### config.mk
export PLATFORM = sky130hd
export DESIGN_NAME = chacha_keystream_ctrl_flat
export DESIGN_NICKNAME = d
export VERILOG_FILES = /design/src/rtl/chacha_pkg.sv /design/src/rtl/chacha_keystream_ctrl_if.sv /design/src/rtl/chacha_ks_serializer.sv /design/src/rtl/chacha_keystream_ctrl.sv /design/src/flat_wrapper.sv
export SDC_FILE = /design/constraint.sdc
export NUM_CORES = 2
export LEC_CHECK = 0
export ABC_AREA = 1
export BUFFER_PORTS_ARGS = -buffer_cell sky130_fd_sc_hd__buf_2
export CAP_MARGIN = 0
export CORE_AREA = 3 3 515 517
export DETAILED_ROUTE_END_ITERATION = 8
export DIE_AREA = 0 0 518 520
export PLACE_DENSITY_LB_ADDON = 0.2
export SKIP_LAST_GASP = 1
export SLEW_MARGIN = 40
export SYNTH_ARGS = -nofsm -noshare
export SYNTH_HDL_FRONTEND = slang
export SYNTH_HIERARCHICAL = 1
export SYNTH_SLANG_ARGS = --single-unit
### constraint.sdc
create_clock -name clk -period 3.8 [get_ports clk]
set_input_delay 1.14 -clock clk [delete_from_list [all_inputs] [get_ports clk]]
set_output_delay 1.14 -clock clk [all_outputs]
set_load 0.01 [all_outputs]
### src/rtl/chacha_pkg.sv
// Shared widths, FSM encoding and the latched core configuration for the keystream controller.
package chacha_pkg;
    localparam int BLOCK_W  = 512;
    localparam int KS_WORDS = 16;
    localparam int CTR_W    = 64;
    localparam int KEY_W    = 256;
    localparam int IV_W     = 64;

    localparam logic [2:0] ST_IDLE  = 3'd0;
    localparam logic [2:0] ST_INIT  = 3'd1;
    localparam logic [2:0] ST_NEXT  = 3'd2;
    localparam logic [2:0] ST_WAIT  = 3'd3;
    localparam logic [2:0] ST_DRAIN = 3'd4;
    localparam logic [2:0] ST_DONE  = 3'd5;

    typedef struct packed {
        logic [KEY_W-1:0] key;
        logic [IV_W-1:0]  iv;
        logic [CTR_W-1:0] ctr;
    } core_cfg_t;
endpackage

### src/rtl/chacha_keystream_ctrl_if.sv
// Keystream word stream: master produces words, slave returns ks_ready.
interface chacha_keystream_ctrl_if #(parameter int WORD_W = 32);
    logic [WORD_W-1:0] ks_word;
    logic              ks_valid;
    logic              ks_ready;
    logic              ks_last;

    modport master (output ks_word, ks_valid, ks_last, input ks_ready);
    modport slave  (input ks_word, ks_valid, ks_last, output ks_ready);
endinterface

### src/rtl/chacha_ks_serializer.sv
// Holds one 512-bit block and shifts it out MSW first as 16 registered words.
// Latency: load -> word_vld next cycle; word_rdy low freezes the current word.
module chacha_ks_serializer
    import chacha_pkg::*;
#(
    parameter int WORD_W = 32
) (
    input  logic               clk,
    input  logic               reset_n,
    input  logic               load,
    input  logic [BLOCK_W-1:0] load_dat,
    output logic               free,
    output logic [WORD_W-1:0]  word_dat,
    output logic               word_vld,
    input  logic               word_rdy,
    output logic               word_last
);
    localparam int CNT_W = $clog2(KS_WORDS);

    logic [BLOCK_W-1:0] buf_q, buf_d;
    logic [CNT_W-1:0]   cnt_q, cnt_d;
    logic               vld_q, vld_d;
    logic               xfer;

    assign xfer      = vld_q & word_rdy;
    assign word_last = vld_q & (cnt_q == CNT_W'(KS_WORDS - 1));
    // Free on the cycle the final word leaves so a waiting block can follow without a bubble.
    assign free      = ~vld_q | (xfer & word_last);
    assign word_dat  = buf_q[BLOCK_W-1 -: WORD_W];
    assign word_vld  = vld_q;

    always_comb begin
        buf_d = buf_q;
        cnt_d = cnt_q;
        vld_d = vld_q;
        if (xfer) begin
            buf_d = buf_q << WORD_W;
            cnt_d = cnt_q + CNT_W'(1);
            if (word_last) vld_d = 1'b0;
        end
        if (load) begin
            buf_d = load_dat;
            cnt_d = '0;
            vld_d = 1'b1;
        end
    end

    always_ff @(posedge clk or negedge reset_n) begin
        if (!reset_n) begin
            buf_q <= '0;
            cnt_q <= '0;
            vld_q <= 1'b0;
        end else begin
            buf_q <= buf_d;
            cnt_q <= cnt_d;
            vld_q <= vld_d;
        end
    end
endmodule

### src/rtl/chacha_keystream_ctrl.sv
// Drives chacha_core init/next per block, auto-increments ctr and streams 16 words per block.
// Latency start->core_init 1, core valid->first word 1; ks_ready low stalls stream (and core when buffers full).
// CHACHA_KS_PREFETCH_EN: staging buffer lets the next block be fetched while the current one drains.
module chacha_keystream_ctrl
    import chacha_pkg::*;
#(
    parameter int WORD_W = 32,
    parameter int NBLK_W = 16
) (
    input  logic                   clk,
    input  logic                   reset_n,
    input  logic                   start,
    input  logic [KEY_W-1:0]       key,
    input  logic [IV_W-1:0]        iv,
    input  logic [CTR_W-1:0]       ctr_start,
    input  logic [NBLK_W-1:0]      num_blocks,
    chacha_keystream_ctrl_if.master ks,
    output logic                   busy,
    output logic                   done,
    output logic                   core_init,
    output logic                   core_next,
    output logic [KEY_W-1:0]       core_key,
    output logic [IV_W-1:0]        core_iv,
    output logic [CTR_W-1:0]       core_ctr,
    input  logic                   core_ready,
    input  logic [BLOCK_W-1:0]     core_data_out,
    input  logic                   core_data_out_valid
);
    logic [2:0]         state_q, state_d;
    core_cfg_t          cfg_q, cfg_d;
    logic [NBLK_W-1:0]  left_q, left_d;     // blocks not yet fully streamed
    logic               ser_load, ser_free, ser_last, ser_vld, blk_end;
    logic [BLOCK_W-1:0] ser_dat;
`ifdef CHACHA_KS_PREFETCH_EN
    logic [BLOCK_W-1:0] stage_q, stage_d;
    logic               stage_vld_q, stage_vld_d;
    logic [NBLK_W-1:0]  req_q, req_d;       // blocks not yet captured from the core
`endif

    chacha_ks_serializer #(.WORD_W(WORD_W)) u_ser (
        .clk       (clk),
        .reset_n   (reset_n),
        .load      (ser_load),
        .load_dat  (ser_dat),
        .free      (ser_free),
        .word_dat  (ks.ks_word),
        .word_vld  (ser_vld),
        .word_rdy  (ks.ks_ready),
        .word_last (ser_last)
    );

    assign blk_end     = ser_vld & ks.ks_ready & ser_last;
    assign ks.ks_valid = ser_vld;
    assign ks.ks_last  = ser_last & (left_q == NBLK_W'(1));
    assign busy        = (state_q != ST_IDLE);
    assign done        = (state_q == ST_DONE);
    assign core_init   = (state_q == ST_INIT) & core_ready;
    assign core_next   = (state_q == ST_NEXT) & core_ready;
    assign core_key    = cfg_q.key;
    assign core_iv     = cfg_q.iv;
    assign core_ctr    = cfg_q.ctr;

    always_comb begin
        state_d  = state_q;
        cfg_d    = cfg_q;
        left_d   = left_q;
        ser_load = 1'b0;
        ser_dat  = core_data_out;
`ifdef CHACHA_KS_PREFETCH_EN
        stage_d     = stage_q;
        stage_vld_d = stage_vld_q;
        req_d       = req_q;
        if (stage_vld_q && ser_free) begin
            ser_load    = 1'b1;
            ser_dat     = stage_q;
            stage_vld_d = 1'b0;
        end
        if (blk_end) left_d = left_q - NBLK_W'(1);
`endif
        case (state_q)
            ST_IDLE: if (start) begin
                cfg_d.key = key;
                cfg_d.iv  = iv;
                cfg_d.ctr = ctr_start;
                left_d    = num_blocks;
`ifdef CHACHA_KS_PREFETCH_EN
                req_d     = num_blocks;
`endif
                state_d   = (num_blocks == '0) ? ST_DONE : ST_INIT;
            end
            ST_INIT: if (core_ready) state_d = ST_NEXT;
            ST_NEXT: if (core_ready) state_d = ST_WAIT;
`ifdef CHACHA_KS_PREFETCH_EN
            // Stage is always empty here: INIT is only entered once it has moved on.
            ST_WAIT: if (core_data_out_valid) begin
                req_d   = req_q - NBLK_W'(1);
                state_d = ST_DRAIN;
                if (ser_free) begin
                    ser_load = 1'b1;
                end else begin
                    stage_d     = core_data_out;
                    stage_vld_d = 1'b1;
                end
            end
            ST_DRAIN: begin
                if (blk_end && left_q == NBLK_W'(1)) begin
                    state_d = ST_DONE;
                end else if (req_q != '0 && !stage_vld_q) begin
                    cfg_d.ctr = cfg_q.ctr + CTR_W'(1);
                    state_d   = ST_INIT;
                end
            end
`else
            ST_WAIT: if (core_data_out_valid && ser_free) begin
                ser_load = 1'b1;
                state_d  = ST_DRAIN;
            end
            ST_DRAIN: if (blk_end) begin
                if (left_q == NBLK_W'(1)) begin
                    state_d = ST_DONE;
                end else begin
                    cfg_d.ctr = cfg_q.ctr + CTR_W'(1);
                    left_d    = left_q - NBLK_W'(1);
                    state_d   = ST_INIT;
                end
            end
`endif
            ST_DONE: state_d = ST_IDLE;
            default: state_d = ST_IDLE;
        endcase
    end

    always_ff @(posedge clk or negedge reset_n) begin
        if (!reset_n) begin
            state_q <= ST_IDLE;
            cfg_q   <= '0;
            left_q  <= '0;
`ifdef CHACHA_KS_PREFETCH_EN
            stage_q     <= '0;
            stage_vld_q <= 1'b0;
            req_q       <= '0;
`endif
        end else begin
            state_q <= state_d;
            cfg_q   <= cfg_d;
            left_q  <= left_d;
`ifdef CHACHA_KS_PREFETCH_EN
            stage_q     <= stage_d;
            stage_vld_q <= stage_vld_d;
            req_q       <= req_d;
`endif
        end
    end
endmodule

### src/flat_wrapper.sv
// flat-port wrapper written by rule: the top's interface ports become plain ports
module chacha_keystream_ctrl_flat import chacha_pkg::*;
#(
    parameter int WORD_W = 32,
    parameter int NBLK_W = 16
)
  (clk, reset_n, start, key, iv, ctr_start, num_blocks, busy, done, core_init, core_next, core_key, core_iv, core_ctr, core_ready, core_data_out, core_data_out_valid, ks_ks_word, ks_ks_valid, ks_ks_last, ks_ks_ready);
  chacha_keystream_ctrl_if #(.WORD_W(WORD_W)) ks_i ();
  input  logic clk;
  input  logic reset_n;
  input  logic start;
  input  logic [KEY_W-1:0] key;
  input  logic [IV_W-1:0] iv;
  input  logic [CTR_W-1:0] ctr_start;
  input  logic [NBLK_W-1:0] num_blocks;
  output logic busy;
  output logic done;
  output logic core_init;
  output logic core_next;
  output logic [KEY_W-1:0] core_key;
  output logic [IV_W-1:0] core_iv;
  output logic [CTR_W-1:0] core_ctr;
  input  logic core_ready;
  input  logic [BLOCK_W-1:0] core_data_out;
  input  logic core_data_out_valid;
  output wire logic [$bits(ks_i.ks_word)-1:0] ks_ks_word;
  output wire logic [$bits(ks_i.ks_valid)-1:0] ks_ks_valid;
  output wire logic [$bits(ks_i.ks_last)-1:0] ks_ks_last;
  input wire logic [$bits(ks_i.ks_ready)-1:0] ks_ks_ready;
  assign ks_ks_word = ks_i.ks_word;
  assign ks_ks_valid = ks_i.ks_valid;
  assign ks_ks_last = ks_i.ks_last;
  assign ks_i.ks_ready = ks_ks_ready;
  chacha_keystream_ctrl #(.WORD_W(WORD_W), .NBLK_W(NBLK_W)) u_core (.clk(clk), .reset_n(reset_n), .start(start), .key(key), .iv(iv), .ctr_start(ctr_start), .num_blocks(num_blocks), .ks(ks_i), .busy(busy), .done(done), .core_init(core_init), .core_next(core_next), .core_key(core_key), .core_iv(core_iv), .core_ctr(core_ctr), .core_ready(core_ready), .core_data_out(core_data_out), .core_data_out_valid(core_data_out_valid));
endmodule
# Word level (Yosys, flattened, before mapping)
# Index checks and enable logic that the tools add are counted.
# Widths: inputs -> output; s select.
[classes]
n_addsub = 3
n_eq_ne = 13
mux = 25
bitwise_logic = 8
reduce_logical = 11
[op_table]
columns = ["cell", "n"]
rows = [
  ["$mux 512", 2],
  ["$mux 64", 3],
  ["$pmux 64 s2", 1],
  ["$add 64x1->64 const B", 1],
  ["$mux 16", 3],
  ["$pmux 16 s2", 1],
  ["$mux 3", 7],
  ["$eq 16x1->1 const B", 1],
  ["$logic_not 16->1", 1],
  ["$sub 16x1->16 const B", 1],
  ["$pmux 3 s5", 1],
  ["$mux 4", 2],
  ["$ne 2x2->1 const B", 4],
  ["$and 1x1->1", 6],
  ["$eq 3x2->1 const B", 2],
  ["$eq 3x3->1 const B", 2],
  ["$reduce_bool 2->1", 3],
  ["$mux 1", 5],
  ["$reduce_and 5->1", 1],
  ["$add 4x1->4 const B", 1],
  ["$eq 4x4->1 const B", 1],
  ["$ne 2x1->1 const B", 2],
  ["$reduce_and 2->1", 2],
  ["$reduce_and 4->1", 1],
  ["other kinds (6)", 6],
]
[word_totals]
register_bits = 920
input_bits = 918
output_inout_bits = 422
elab_cells = 68

# Depth between registers and ports, before layout
[logic_depth]
word_depth = 9
ltp_mapped = 15
ltp_nobuf = 13

# By module
# Netlist, hierarchy kept.
[by_module_without_submodules]
columns = ["module", "n_inst", "cells_each", "area_each_um2", "seq_area_each_um2"]
rows = [
  ["chacha_ks_serializer", 1, 2810, 26016.2, 12937.4],
  ["chacha_keystream_ctrl", 1, 1876, 18754.2, 10084.7],
]

# Worst setup path after synthesis
# No wires, ideal clock.
[synth_path]
kind = "input port to output port"
start = "in core_ready"
end = "out core_init"
arrival_time_ps = 1343
required_time_ps = 2660
slack_ps = 1317
path_stages = 2
n_path_buf = 0
path_cell_list = "inv_1 nor2_1"
[synth_between]
elab_chain_len = 1
[synth_lines]
columns = ["item", "line", "text"]
rows = [
  ["start, declared", "flat_wrapper.sv:23", "input logic core_ready;"],
  ["$and 1x1->1", "chacha_keystream_ctrl.sv:57", "assign core_init = (state_q == ST_INIT) & core_ready;"],
  ["end, declared", "flat_wrapper.sv:18", "output logic core_init;"],
]
# No other way between the ends.

# Worst setup path in the final report
[layout_path]
start = "reg u_core.left_q[7]"
end = "out ks_ks_last"
[layout_between]
elab_chain_len = 2
[layout_lines]
columns = ["item", "line", "text"]
rows = [
  ["start, declared", "chacha_keystream_ctrl.sv:31", "logic [NBLK_W-1:0] left_q, left_d;"],
  ["start signal, assigned", "chacha_keystream_ctrl.sv:146", "left_q <= left_d;"],
  ["$eq 16x1->1", "chacha_keystream_ctrl.sv:54", "assign ks.ks_last = ser_last & (left_q == NBLK_W'(1));"],
  ["$and 1x1->1", "chacha_keystream_ctrl.sv:54", ""],
  ["end, declared", "flat_wrapper.sv:28", "output wire logic [$bits(ks_i.ks_last)-1:0] ks_ks_last;"],
]
# No other way between the ends.

==> impl_metrics.ini <==
[die]
io_pins = 1340
coreArea_um2 = 261600
dieArea_um2 = 269400
die_w_um = 518
initial_core_util_pct = 17.12
die_h_um = 520
fp-row-count = 188

[synthesis]
synth_edf_count = 0
synth_xor_area_share_pct = 0.5086
synth-main-ff-cell = dfrtp_1
synth_area_um2 = 44770
synth.distinct_cells = 39
synthesis.nets = 5608
syn_avg_cell_area_um2 = 9.554
yosys.area.top_type = dfrtp_1
ys_seq_area_share_pct = 51.42
synthTopCellsByArea = dfrtp_1, mux2_2, nand2_1
synth_seq_cells = 920
synth_top_cell_area_share_pct = 51.42
syn_inst = 4686
synthSimpleGateAreaFrac_pct = 12.09
synth_top_family_by_area = compound AO/OA/AOI/OAI gates
synth_compound_area_share_pct = 17.37
yosysWarnings = 6
synthAdderAreaFrac_pct = 0.1118
synthMuxAreaShare_pct = 8.049
ys_async_sr_fraction_pct = 100.0

[clock_tree]
cts_tree = done
clk_latency_ps = 790
clockRootBuffer = clkbuf_16
numCtsBuffers = 130
ctsHtreeMaxLevel = 4
clkTransAtPathRegs_ps = 60
cts_buffer_depth = 3
numClockSinks = 920
cts_setup_buffers = 0

[worst_hold_path]
hold_class = input pin to async pin

[layout]
multi_input_area_um2 = 17110
fillers = 28928
nets = 6890
fin_area_um2 = 59960
stdcell_count = 9614
ff_latch_area_um2 = 23020
utilization_pct = 22.92
area_growth_pct = 33.92
layout-drive-gt1-share_pct = 37.15
final_common_cell = buf_2
layout_common_cells = buf_2, nand2_1, dfrtp_1

[run_status]
status = finished clean

[routing]
drc = 0
drtIter0Drc = 2623
vias = 38842
drt_first_pass_iters = 6
ant_nets = 0
wl_per_cell_um = 24.85
via_per_inst = 4.040
drt_wl_total_mm = 238.9

[sta]
setup_violations = 0
drv_slew = 0
fin_setup_tns_ps = 0
rsz0062_at_grt = false
worstMarginPinSlew_ps = 694.4
post-route-min-period_ps = 3475
finalHoldViolations = 0
relSlewSlack_pct = 53.70
max_freq_ghz = 0.2878
fin_skew_ps = 39.80
post-route-period-util_pct = 91.45

[setup_path]
critPathMaxFanout = 7
cp.arrival_ps = 2340
end_kind = primary output
worst_ep_required_time_ps = 2660
critical_path_class = flip-flop to primary output
worst_setup_path_start_kind = flip-flop

[power_and_ir_drop]
peakVddDrop_uv = 430.7
cellLeakagePower_nw = 29.63
power.density_nw_per_um2 = 817.1

[global_routing]
grt_max_degree = 133
grt_pass1_vias = 38964
grt_pass1_wl_mm = 326.4
grt-ovfl-total = 0
track_usage_pct = 17.20
antenna_found_initial = 222

[placement]
dpl.cell_count = 9351
place.detailed.hpwl_mm = 193.6
io_buffer_count = 1339
place_area_um2 = 55280
routabilityCongestion = 0.9263

[flow_run]
cap_violations = 0
power by group:
part | switching, W | internal (W) | total (W)
logic | 0.0121 | 0.00719 | 0.0193
registers | 0.00243 | 0.0141 | 0.0165
clock network | 0.00521 | 0.00802 | 0.0132
per-stage QoR:
step	power, W	worst slack [ps]	hold WS (ps)
floorplan	0.02759	1317	458.8
global placement	0.03622	550.1	480.1
detailed placement	0.03630	566.7	488.5
CTS	0.05006	29.77	281.5
global route	0.05227	75.31	296.6
finish	0.04899	324.8	339.2
synth_stat cells (all sizes together), types with 2 or more instances:
cell type  count
nand2        955
dfrtp        920
inv          613
o21ai        583
o211ai       453
mux2         320
nor2         310
buf          262
nand3         73
clkbuf        62
a21oi         52
nor3          22
xor2          20
nand4          9
xnor2          6
a31oi          5
ha             4
or2            4
o21bai         3
nand3b         2
nor4           2
o22ai          2
o31ai          2
registers in the layout, indices dropped and copies added (netlist names):
name and flops:
u_core/u_ser/buf_q 512, u_core/core_iv 64, u_core/core_key 256, u_core/left_q 16, u_core/state_q 3, u_core/core_ctr 64, u_core/u_ser/word_vld 1, u_core/u_ser/cnt_q 4
layout make-up:
cell class / count / area share [%]
Clock buffer: 183 / 6.300
Sequential cell: 920 / 38.40
Inverter: 613 / 3.865
Timing Repair Buffer: 1474 / 14.07
Multi-Input combinational cell: 2829 / 28.54
Antenna cell: 35 / 0.1461
Clock inverter: 45 / 1.346
Tap cell: 3515 / 7.335
worst max-delay path, stage by stage, from the launching register on:
cell and delay [ps]:
dfrtp_1 420, nor2_4 200, nand2_1 160, nor3_4 280, nand2_1 180, nor2_1 140, buf_2 170
worst paths after layout:
path | cells after the start | from | end | slack (ps)
max in group asynchronous | 2 | reset_n | u_core/core_key[30]$_DFFE_PN0P_ | 2390
min in group clk | 2 | u_core/left_q[5]$_DFFE_PN0P_ | u_core/left_q[5]$_DFFE_PN0P_ | 500
setup reg to reg | 13 | u_core/u_ser/cnt_q[0]$_DFFE_PN0P_ | u_core/u_ser/buf_q[453]$_DFFE_PN0P_ | 1040
hold reg to reg | 2 | u_core/left_q[5]$_DFFE_PN0P_ | u_core/left_q[5]$_DFFE_PN0P_ | 500
setup / recovery | 6 | u_core/left_q[7]$_DFFE_PN0P_ | ks_ks_last | 320
hold / removal | 1 | reset_n | u_core/u_ser/buf_q[182]$_DFFE_PN0P_ | 340
what timing repair did:
item / in CTS / in global routing
endpoints found under the hold margin: 0 / 0
resized for setup: 1 / 1
hold buffers: 0 / 0
setup endpoints to repair: 1 / 1
metal layers:
layer | global-route usage (%) | vias up | routed length, um
met5 | 0 | - | 615
met4 | 3.620 | 100 | 5496
met3 | 5.759 | 488 | 19060
met2 | 28.56 | 1576 | 112200
met1 | 21.62 | 18603 | 101500
li1 | - | 18075 | -
kinds of logic after synthesis:
group,Yosys count
mux,320
xor+xnor,26
simple gates,1378
compound gates,1101
buf+inv,937
flops,920
fa+ha+maj,4
(Power assumes the default switching activity.)
